<file path="src/rtl/sm_fx_pkg.sv">
// Shared sign-magnitude fixed-point definitions for the neuron datapath.
// Used by sm_product_collector and tmr_adder_tree.
package sm_fx_pkg;

    localparam int unsigned W       = 16;
    localparam int unsigned F       = 10;
    localparam int unsigned MAG_MAX = (1 << (W - 1)) - 1;
    localparam int unsigned ROUND_K = 1 << (F - 1);

    // Maximum register width the vote function handles in one call.
    localparam int unsigned VOTE_W  = 32;

    typedef enum logic [0:0] {
        FILL = 1'b0,
        FULL = 1'b1
    } state_e;

    // Bitwise 2-of-3 majority vote; callers zero-extend narrower registers.
    function automatic logic [VOTE_W-1:0] maj3(input logic [VOTE_W-1:0] a,
                                               input logic [VOTE_W-1:0] b,
                                               input logic [VOTE_W-1:0] c);
        return (a & b) | (a & c) | (b & c);
    endfunction

endpackage

</file>
<file path="src/rtl/sm_fx_mul.sv">
// Combinational sign-magnitude fixed-point multiply.
// Rounds half away from zero, saturates the magnitude and never emits negative zero.
module sm_fx_mul #(
    parameter int unsigned W = 16,
    parameter int unsigned F = 10
) (
    input  logic [W-1:0] x,
    input  logic [W-1:0] w,
    output logic [W-1:0] result,
    output logic         sat
);

    localparam int unsigned PW = 2 * (W - 1);
    localparam logic [PW:0] RND = {{PW{1'b0}}, 1'b1} << (F - 1);

    logic [PW-1:0] prod;
    logic [PW:0]   rounded;
    logic [PW:0]   shifted;
    logic [W-2:0]  mag;

    // Magnitude product, round at the dropped fraction bits, then clamp.
    always_comb begin
        prod    = PW'(x[W-2:0]) * PW'(w[W-2:0]);
        rounded = {1'b0, prod} + RND;
        shifted = rounded >> F;
        sat     = |shifted[PW:W-1];
        mag     = sat ? {(W-1){1'b1}} : shifted[W-2:0];
        // A zero magnitude always carries a positive sign.
        result  = {(x[W-1] ^ w[W-1]) & (|mag), mag};
    end

endmodule

</file>
<file path="src/rtl/sm_product_collector.sv">
// Collects N rounded sign-magnitude products into the adder-tree operand bus.
// Optional build macro TMR_CTRL_EN triplicates the control registers (state, count,
// sat accumulator) with majority voting and a tmr_err disagreement pulse.
module sm_product_collector
    import sm_fx_pkg::*;
#(
    parameter int unsigned N = 8,
    parameter int unsigned W = sm_fx_pkg::W,
    parameter int unsigned I = 6,
    parameter int unsigned F = sm_fx_pkg::F
) (
    input  logic           clk,
    input  logic           rst_n,
    input  logic           clear,
    input  logic           in_valid,
    output logic           in_ready,
    input  logic [W-1:0]   in_x,
    input  logic [W-1:0]   in_w,
    output logic           out_valid,
    input  logic           out_ready,
    output logic [N*W-1:0] operand,
    output logic           out_sat,
    output logic           tmr_err
);

    localparam int unsigned CW     = (N > 1) ? $clog2(N) : 1;
    localparam int unsigned CTRL_W = CW + 2;
    localparam logic [CW-1:0] LAST = CW'(N - 1);

    if (I + F != W) begin : g_cfg_check
        $error("sm_product_collector: I + F must equal W");
    end

    state_e        state_q, state_d;
    logic [CW-1:0] count_q, count_d;
    logic          sat_q, sat_d;

    logic [W-1:0]  prod;
    logic          prod_sat;
    logic          accept;
    logic [W-1:0]  slot_q [N];

    sm_fx_mul #(
        .W (W),
        .F (F)
    ) u_mul (
        .x      (in_x),
        .w      (in_w),
        .result (prod),
        .sat    (prod_sat)
    );

    assign accept    = in_valid && (state_q == FILL) && !clear;
    assign in_ready  = (state_q == FILL);
    assign out_valid = (state_q == FULL);
    assign out_sat   = sat_q;

    // Next-state logic: clear wins over both acceptance and the output handshake.
    always_comb begin
        state_d = state_q;
        count_d = count_q;
        sat_d   = sat_q;
        if (clear) begin
            state_d = FILL;
            count_d = '0;
            sat_d   = 1'b0;
        end else begin
            case (state_q)
                FILL: begin
                    if (in_valid) begin
                        sat_d = sat_q | prod_sat;
                        if (count_q == LAST) begin
                            state_d = FULL;
                            count_d = '0;
                        end else begin
                            count_d = count_q + 1'b1;
                        end
                    end
                end
                FULL: begin
                    if (out_ready) begin
                        state_d = FILL;
                        sat_d   = 1'b0;
                    end
                end
                default: begin
                    state_d = FILL;
                    count_d = '0;
                    sat_d   = 1'b0;
                end
            endcase
        end
    end

    // Product slots; left untouched after a handshake and overwritten by the next vector.
    always_ff @(posedge clk or negedge rst_n) begin
        if (!rst_n) begin
            for (int i = 0; i < int'(N); i++) begin
                slot_q[i] <= '0;
            end
        end else if (accept) begin
            slot_q[count_q] <= prod;
        end
    end

    // Pack slots in acceptance order, slot 0 in the least significant word.
    always_comb begin
        operand = '0;
        for (int i = 0; i < int'(N); i++) begin
            operand[i*W +: W] = slot_q[i];
        end
    end

`ifdef TMR_CTRL_EN
    logic [CTRL_W-1:0] ctrl_q [3];
    logic [CTRL_W-1:0] ctrl_d;
    logic [CTRL_W-1:0] ctrl_v;
    logic [VOTE_W-1:0] vote_full;

    // Every copy advances from the voted value, so a single upset heals in one cycle.
    assign ctrl_d    = {state_d, count_d, sat_d};
    assign vote_full = maj3(VOTE_W'(ctrl_q[0]), VOTE_W'(ctrl_q[1]), VOTE_W'(ctrl_q[2]));
    assign ctrl_v    = vote_full[CTRL_W-1:0];
    assign state_q   = state_e'(ctrl_v[CTRL_W-1]);
    assign count_q   = ctrl_v[CW:1];
    assign sat_q     = ctrl_v[0];
    assign tmr_err   = (ctrl_q[0] != ctrl_v) || (ctrl_q[1] != ctrl_v) || (ctrl_q[2] != ctrl_v);

    // Triplicated control registers.
    always_ff @(posedge clk or negedge rst_n) begin
        if (!rst_n) begin
            for (int i = 0; i < 3; i++) begin
                ctrl_q[i] <= '0;
            end
        end else begin
            for (int i = 0; i < 3; i++) begin
                ctrl_q[i] <= ctrl_d;
            end
        end
    end
`else
    assign tmr_err = 1'b0;

    // Single-copy control registers.
    always_ff @(posedge clk or negedge rst_n) begin
        if (!rst_n) begin
            state_q <= FILL;
            count_q <= '0;
            sat_q   <= 1'b0;
        end else begin
            state_q <= state_d;
            count_q <= count_d;
            sat_q   <= sat_d;
        end
    end
`endif

endmodule

</file>
<file path="config.mk">
export PLATFORM = sky130hd
export DESIGN_NAME = sm_product_collector
export DESIGN_NICKNAME = d
export VERILOG_FILES = /design/src/rtl/sm_fx_pkg.sv /design/src/rtl/sm_fx_mul.sv /design/src/rtl/sm_product_collector.sv
export SDC_FILE = /design/constraint.sdc
export NUM_CORES = 1
export LEC_CHECK = 0
export BUFFER_PORTS_ARGS = -buffer_cell sky130_fd_sc_hd__buf_2
export CAP_MARGIN = 40
export CORE_MARGIN = 4
export CORE_UTILIZATION = 54
export CTS_CLUSTER_DIAMETER = 120
export DETAILED_ROUTE_END_ITERATION = 7
export PLACE_DENSITY = 0.85
export SLEW_MARGIN = 20
export SYNTH_ARGS = -nofsm -noshare
export SYNTH_HDL_FRONTEND = slang
export SYNTH_HIERARCHICAL = 1
export SYNTH_SLANG_ARGS = --single-unit
</file>
<file path="constraint.sdc">
create_clock -name clk -period 4 [get_ports clk]
set_input_delay 0.8 -clock clk [delete_from_list [all_inputs] [get_ports clk]]
set_output_delay 0.8 -clock clk [all_outputs]
set_load 0.02 [all_outputs]
</file>
==> impl_metrics.prom, run 1 <==
# TYPE chip_impl_metric gauge
chip_impl_metric{name="hpwl",unit="mm"} 26.6
chip_impl_metric{name="cts.reportedPaths.clkPinSlew",unit="ps"} 70
chip_impl_metric{name="ys_seq_elements",unit=""} 133
chip_impl_metric{name="yosys_warnings",unit=""} 6
chip_impl_metric{name="detailedRoute.firstIterationViolations",unit=""} 901
chip_impl_info{name="hp-class",value="primary input to async pin"} 1
chip_impl_metric{name="drive_gt1_share",unit="%"} 40.3
chip_impl_metric{name="clk_path_buf_depth",unit=""} 2
chip_impl_info{name="crit-reg2reg-launch",value="out_valid"} 1
chip_impl_metric{name="critical-path-max-stage-delay",unit="ps"} 590
chip_impl_metric{name="mappedNetlistArea",unit="mm²"} 0.0130
chip_impl_metric{name="wire_per_inst",unit="µm"} 20.8
chip_impl_metric{name="max-cap-violations",unit=""} 0
chip_impl_info{name="setup.worst_path.end_class",value="flip-flop"} 1
chip_impl_metric{name="synth_seq_area_share",unit="%"} 25.5
chip_impl_metric{name="route.antenna.remaining_nets",unit=""} 0
chip_impl_metric{name="insertion_delay",unit="ps"} 430
chip_impl_metric{name="global_route_wire_length_before_repair",unit="mm"} 59.1
chip_impl_metric{name="worst-slew-pin-transition",unit="ps"} 737
chip_impl_info{name="critical_path.top_delay_family",value="adder cells"} 1
chip_impl_metric{name="setup_violations",unit=""} 129
chip_impl_metric{name="grt_max_degree",unit=""} 71
chip_impl_metric{name="first_pass_iters",unit=""} 5
chip_impl_metric{name="cp.buffers_inverters",unit=""} 8
chip_impl_metric{name="fp.coreArea",unit="mm²"} 0.0236
chip_impl_info{name="synth_ff_type",value="dfrtp_1"} 1
chip_impl_metric{name="worst_slack",unit="ps"} -2630
chip_impl_metric{name="totalWireLength",unit="mm"} 38.8
chip_impl_metric{name="slew_viol_final",unit=""} 0
chip_impl_metric{name="die_w",unit="µm"} 163
chip_impl_metric{name="ioPinCount",unit=""} 169
chip_impl_metric{name="maxSlewHeadroom",unit="%"} 50.8
chip_impl_metric{name="reg2reg_depth",unit=""} 3
chip_impl_metric{name="postLayoutCoreUtil",unit="%"} 72.0
chip_impl_metric{name="fin_cells",unit=""} 1864
chip_impl_info{name="category_of_the_most_critical_setup_path",value="primary input to flip-flop"} 1
chip_impl_info{name="cts_root_buf",value="clkbuf_16"} 1
chip_impl_metric{name="cts.hold.buffers_added",unit=""} 0
chip_impl_metric{name="async_flop_share",unit="%"} 100
chip_impl_metric{name="ctsHtreeMaxLevel",unit=""} 4
chip_impl_metric{name="synth_area_per_cell",unit="µm²"} 10.6
chip_impl_metric{name="synth_enable_flop_cells",unit=""} 0
chip_impl_metric{name="final_period_minus_worst_setup_slack",unit="ps"} 6630
chip_impl_metric{name="initial_utilization",unit="%"} 55.3
chip_impl_metric{name="period_share",unit="%"} 166
chip_impl_metric{name="antenna_cells_inserted",unit=""} 0
chip_impl_metric{name="grt_antenna_before_repair",unit=""} 0
chip_impl_metric{name="drcViolationCount",unit=""} 0
chip_impl_metric{name="cts_inserted_buffers",unit=""} 17
chip_impl_metric{name="clkSinkCount",unit=""} 133
chip_impl_metric{name="dp.cells",unit=""} 1799
chip_impl_metric{name="gp_congestion",unit=""} 0.913
chip_impl_metric{name="cp.arrival",unit="ps"} 6930
chip_impl_info{name="failed_checks",value="setup timing"} 1
chip_impl_info{name="clock_tree_from_tritoncts",value="built"} 1
chip_impl_metric{name="finalClockSkew",unit="ps"} 12.1
chip_impl_metric{name="first_global_vias",unit=""} 11500
chip_impl_metric{name="crit_required",unit="ps"} 4300
chip_impl_metric{name="dr_total_vias",unit=""} 10600
chip_impl_info{name="timing.critical_path.from_type",value="primary input"} 1
chip_impl_metric{name="final_nets",unit=""} 1844
chip_impl_metric{name="synth_nets",unit=""} 1538
chip_impl_metric{name="buffer_ports.inserted",unit=""} 167
chip_impl_metric{name="row_cnt",unit=""} 56
chip_impl_metric{name="yosysUniqueCellTypes",unit=""} 67
chip_impl_metric{name="crit_path_max_fanout",unit=""} 8
chip_impl_metric{name="synthCells",unit=""} 1226
chip_impl_metric{name="max_clock_freq",unit="MHz"} 151
chip_impl_metric{name="hold-worst-slack",unit="ps"} 162
chip_impl_info{name="grt_setup_unrepaired",value="yes"} 1
chip_impl_metric{name="overflow",unit=""} 0
chip_impl_metric{name="syn2layout_area_growth",unit="%"} 30.2
chip_impl_metric{name="fill_cells",unit=""} 1465
chip_impl_info{name="worst_r2r_endpoint",value="operand[8]"} 1
chip_impl_metric{name="globalRouteTotalUtil",unit="%"} 28.1
chip_impl_metric{name="average_vias_per_placed_instance",unit=""} 5.67
chip_impl_metric{name="hold_violations",unit=""} 0
chip_impl_info{name="critical-path-slowest-cell",value="fa_2"} 1
chip_impl_metric{name="die_h",unit="µm"} 163
chip_impl_metric{name="dieArea",unit="mm²"} 0.0267
chip_impl_metric{name="rrSetupSlack",unit="ps"} 1860
chip_impl_info{name="status",value="finished with violations"} 1
chip_impl_info{name="critical-path-top-cell-by-count",value="fa_1"} 1
==> area by class of cell <==
| class | instances | area (µm²) | area share (%) |
|---|---|---|---|
| clock buffers | 18 | 439 | 2.58 |
| clock inverters | 14 | 153 | 0.898 |
| inverters | 209 | 785 | 4.62 |
| multi-input cells | 836 | 9470 | 55.7 |
| flip-flops and latches | 133 | 3330 | 19.6 |
| well taps | 319 | 399 | 2.35 |
| repair buffers | 335 | 2420 | 14.2 |
==> layout by cell type, fill, tap and decap left out, types with 14 or more instances in the layout <==
cell,count
and2_1,90
dfrtp_1,133
nand2_1,122
buf_6,25
nand2_2,15
mux2_4,48
nor2_1,18
and2_4,15
ha_1,97
a21oi_1,20
nand2_8,15
inv_2,14
mux2_2,81
fa_1,158
buf_2,140
clkbuf_16,17
buf_4,154
inv_1,195
==> Yosys cell counts (6+ instances only) <==
| cell type | instances | share of area [%] |
|---|---|---|
| a21oi_1 | 26 | 1.0 |
| nand3_1 | 8 | 0.31 |
| o21ai_0 | 15 | 0.58 |
| mux2_2 | 119 | 10 |
| inv_1 | 209 | 6.0 |
| clkbuf_1 | 29 | 0.83 |
| xor2_1 | 6 | 0.40 |
| dfrtp_1 | 133 | 26 |
| and2_1 | 105 | 5.0 |
| buf_6 | 6 | 0.52 |
| nand4_1 | 8 | 0.38 |
| xnor2_1 | 14 | 0.94 |
| fa_1 | 169 | 26 |
| mux2_4 | 10 | 1.2 |
| ha_1 | 106 | 10 |
| nor2_1 | 18 | 0.52 |
| nand2_1 | 151 | 4.3 |
==> timing repair <==
item | CTS | global route
setup buffers | 23 | 9
endpoints found under the setup margin | 129 | 129
gates resized for setup | 102 | 88
pin swaps | 31 | 33
cloned | 1 | 0
==> logic make-up (layout without fill, tap and decap cells) <==
logic type | count (synthesis) | in the layout | share of synthesized area, %
AND/OR/NAND/NOR | 325 | 325 | 12.8
adder cells (fa/ha/maj) | 275 | 275 | 36.1
buffers and inverters | 257 | 576 | 8.04
flip-flops | 133 | 133 | 25.5
multiplexers | 130 | 130 | 11.5
AO/OA/AOI/OAI | 85 | 85 | 4.64
XOR/XNOR | 20 | 20 | 1.34
other | 1 | 1 | 0.0287
==> worst max path at each step <==
stage                     startpoint  depth (start not counted)            to  slack, ps
final                       in_x[13]                         25    operand[8]      -2630
after global routing        in_x[13]                         25    operand[8]      -2750
after CTS                    in_x[3]                         24  operand[103]      -2410
after detailed placement     in_x[7]                         20   operand[94]      -3120
after global placement       in_x[7]                         20   operand[14]      -2970
after floorplan              in_x[5]                         23  operand[101]      -2580
==> worst reg2reg max path, stage by stage (launching register included) <==
cell and delay [ps]:
dfrtp_1 440, nor2b_1 350, nand3_2 660, mux2_2 560
==> sequential cells by signal, indices dropped and copies added, names as in the netlist <==
| name | count |
|---|---|
| count_q | 3 |
| out_sat | 1 |
| out_valid | 1 |
| operand | 128 |
==> layer usage <==
| metal | vias up | global-route usage [%] | routed length [µm] |
|---|---|---|---|
| met4 | 0 | 12.9 | 2270 |
| met1 | 5415 | 34.3 | 14400 |
| met5 | - | 0 | 0 |
| met2 | 485 | 49.2 | 20100 |
| met3 | 179 | 4.42 | 2060 |
| li1 | 4496 | - | - |
==> per-stage QoR <==
| stage | setup slack (ps) | setup TNS, ps | instance area, µm² |
|---|---|---|---|
| 2_1_floorplan | -2580 | -325600 | 13600 |
| 3_3_place_gp | -2970 | -377400 | 15400 |
| 3_5_place_dp | -3120 | -391990 | 15400 |
| 4_1_cts | -2410 | -303860 | 16600 |
| 5_1_grt | -2750 | -344080 | 17000 |
| 6_report | -2630 | -328160 | 17000 |
Power of run 1 is not shown: default switching activity piles up to over one toggle a cycle in this logic, so the estimate is an artifact.
==> run 2, diff against run 1 <==
CELL_PAD_IN_SITES_DETAIL_PLACEMENT = 0   (was default)
CELL_PAD_IN_SITES_GLOBAL_PLACEMENT = 1   (was default)
CORE_MARGIN = default   (was 4)
CORE_UTILIZATION = 51   (was 54)
PLACE_DENSITY = 0.95   (was 0.85)
==> run 2 against run 1 <==
Net effect: sequential share of layout area increased by 0.58 points; highest routed layer unchanged; hold slack improved by 340 ps; register-to-register slack got worse by 20 ps; largest cell class unchanged; count of clock-buffer cells in the layout increased by 4; the run still ends with setup timing left; non-clock buffer count decreased by 9; critical endpoint is now operand[95].
==> impl_metrics.prom, run 2 (same netlist as run 1, synthesis figures left out) <==
# TYPE chip_impl_metric gauge
chip_impl_metric{name="fill_cells",unit=""} 1958
chip_impl_info{name="crit-reg2reg-launch",value="out_valid"} 1
chip_impl_metric{name="hold_violations",unit=""} 0
chip_impl_metric{name="finalClockSkew",unit="ps"} 7.04
chip_impl_metric{name="first_pass_iters",unit=""} 6
chip_impl_info{name="category_of_the_most_critical_setup_path",value="primary input to flip-flop"} 1
chip_impl_info{name="setup.worst_path.end_class",value="flip-flop"} 1
chip_impl_metric{name="buffer_ports.inserted",unit=""} 167
chip_impl_metric{name="hold-worst-slack",unit="ps"} 498
chip_impl_metric{name="clk_path_buf_depth",unit=""} 2
chip_impl_info{name="cts_root_buf",value="clkbuf_16"} 1
chip_impl_metric{name="final_period_minus_worst_setup_slack",unit="ps"} 6460
chip_impl_metric{name="average_vias_per_placed_instance",unit=""} 5.30
chip_impl_metric{name="globalRouteTotalUtil",unit="%"} 27.3
chip_impl_metric{name="ctsHtreeMaxLevel",unit=""} 4
chip_impl_metric{name="dr_total_vias",unit=""} 9871
chip_impl_info{name="layout.cells.most_common_list",value="202 x inv_1, 163 x fa_1, 155 x buf_4, 150 x buf_2, 133 x dfrtp_1"} 1
chip_impl_metric{name="grt_max_degree",unit=""} 134
chip_impl_info{name="clock_tree_from_tritoncts",value="built"} 1
chip_impl_metric{name="wire_per_inst",unit="µm"} 17.9
chip_impl_metric{name="max_reg_flops",unit=""} 128
chip_impl_metric{name="max_clock_freq",unit="MHz"} 155
chip_impl_metric{name="antenna_cells_inserted",unit=""} 0
chip_impl_metric{name="max-cap-violations",unit=""} 0
chip_impl_metric{name="first_global_vias",unit=""} 11000
chip_impl_metric{name="global_route_wire_length_before_repair",unit="mm"} 56.0
chip_impl_info{name="status",value="finished with violations"} 1
chip_impl_metric{name="worst_slack",unit="ps"} -2460
chip_impl_info{name="mostFrequentLayoutCell",value="inv_1"} 1
chip_impl_metric{name="crit_required",unit="ps"} 4290
chip_impl_metric{name="place_ws",unit="ps"} -3000
chip_impl_metric{name="cts_inserted_buffers",unit=""} 17
chip_impl_metric{name="detailedRoute.firstIterationViolations",unit=""} 597
chip_impl_info{name="critical-path-top-cell-by-count",value="fa_1"} 1
chip_impl_metric{name="period_share",unit="%"} 162
chip_impl_metric{name="gp_congestion",unit=""} 0.904
chip_impl_metric{name="postLayoutCoreUtil",unit="%"} 65.7
chip_impl_info{name="critical-path-slowest-cell",value="fa_1"} 1
chip_impl_metric{name="cp.arrival",unit="ps"} 6760
chip_impl_metric{name="totalWireLength",unit="mm"} 33.4
chip_impl_metric{name="slew_viol_final",unit=""} 0
chip_impl_metric{name="maxSlewHeadroom",unit="%"} 53.7
chip_impl_metric{name="fp.coreArea",unit="mm²"} 0.0251
chip_impl_metric{name="final_nets",unit=""} 1835
chip_impl_metric{name="dieArea",unit="mm²"} 0.0262
chip_impl_info{name="grt_setup_unrepaired",value="yes"} 1
chip_impl_metric{name="ioPinCount",unit=""} 169
chip_impl_metric{name="drive_gt1_share",unit="%"} 37.9
chip_impl_info{name="worst_r2r_endpoint",value="operand[17]"} 1
chip_impl_metric{name="grt_antenna_before_repair",unit=""} 0
chip_impl_metric{name="clkSinkCount",unit=""} 133
chip_impl_info{name="hp-class",value="primary input to async pin"} 1
chip_impl_metric{name="syn2layout_area_growth",unit="%"} 26.5
chip_impl_info{name="failed_checks",value="setup timing"} 1
chip_impl_metric{name="reg2reg_depth",unit=""} 4
chip_impl_metric{name="initial_utilization",unit="%"} 52.0
chip_impl_metric{name="insertion_delay",unit="ps"} 410
chip_impl_metric{name="setup_violations",unit=""} 129
chip_impl_metric{name="crit_path_max_fanout",unit=""} 8
chip_impl_metric{name="drcViolationCount",unit=""} 0
chip_impl_metric{name="cts.reportedPaths.clkPinSlew",unit="ps"} 50
chip_impl_metric{name="worst-slew-pin-transition",unit="ps"} 695
chip_impl_metric{name="rrSetupSlack",unit="ps"} 1840
chip_impl_metric{name="overflow",unit=""} 0
chip_impl_metric{name="die_w",unit="µm"} 162
chip_impl_metric{name="hpwl",unit="mm"} 25.7
chip_impl_metric{name="row_cnt",unit=""} 58
chip_impl_metric{name="route.antenna.remaining_nets",unit=""} 0
chip_impl_metric{name="die_h",unit="µm"} 162
chip_impl_info{name="timing.critical_path.from_type",value="primary input"} 1
chip_impl_metric{name="critical-path-max-stage-delay",unit="ps"} 490
## run 2: changes by cell type in the layout (fill, tap and decap cells not counted), sizes merged
cell	change
buf	-4
clkinvlp	-3
inv	-3
bufbuf	-1
bufinv	-1
clkinv	-1
## run 2: worst max-delay path, delay by kind of cell
| kind | cells | cell delay (ps) |
|---|---|---|
| fa+ha+maj | 7 | 3130 |
| compound gates | 6 | 1200 |
| buf+inv | 10 | 800 |
| simple gates | 3 | 550 |
| mux | 1 | 270 |
## run 2: worst max-delay path by stage
stage / from / to / slack, ps
6_report: in_x[5] / operand[95] / -2460
3_5_place_dp: in_w[6] / operand[1] / -3000
3_3_place_gp: in_w[6] / operand[113] / -2910
2_1_floorplan: in_x[5] / operand[101] / -2580
4_1_cts: in_x[5] / operand[95] / -2440
5_1_grt: in_w[10] / operand[17] / -2700
## run 2: area by class of cell
type | count | area (µm²) | share of cell area, %
clock buffer | 22 | 474 | 2.87
clock inverter | 6 | 55.1 | 0.334
inverter | 209 | 785 | 4.75
multi-input combinational | 836 | 9260 | 56.1
sequential | 133 | 3330 | 20.2
tap | 330 | 413 | 2.50
timing repair buffer | 326 | 2190 | 13.3
## run 2: what timing repair did
| action | CTS | global route |
|---|---|---|
| hold buffers | 0 | 0 |
| pin swaps | 12 | 15 |
| setup buffers | 9 | 3 |
| setup endpoints to repair | 129 | 129 |
| cloned | 1 | 0 |
| resized for setup | 67 | 30 |
## run 2: metal layers
metal	wire [µm]	vias up	global-route usage, %
li1	-	4465	-
met1	14000	5047	35.0
met2	16700	267	46.8
met3	1340	92	3.37
met4	1320	0	11.6
met5	0	-	0
## run 2: per-stage QoR
step                      std cells  TNS [ps]  cell area (µm²)
after global routing           1862   -341790            16500
after global placement         1826   -366420            15600
after floorplan                1226   -325600            13600
after CTS                      1861   -308930            16400
after detailed placement       1826   -376240            15600
final                          1862   -309540            16500
Power of run 2 is left out for the same reason.
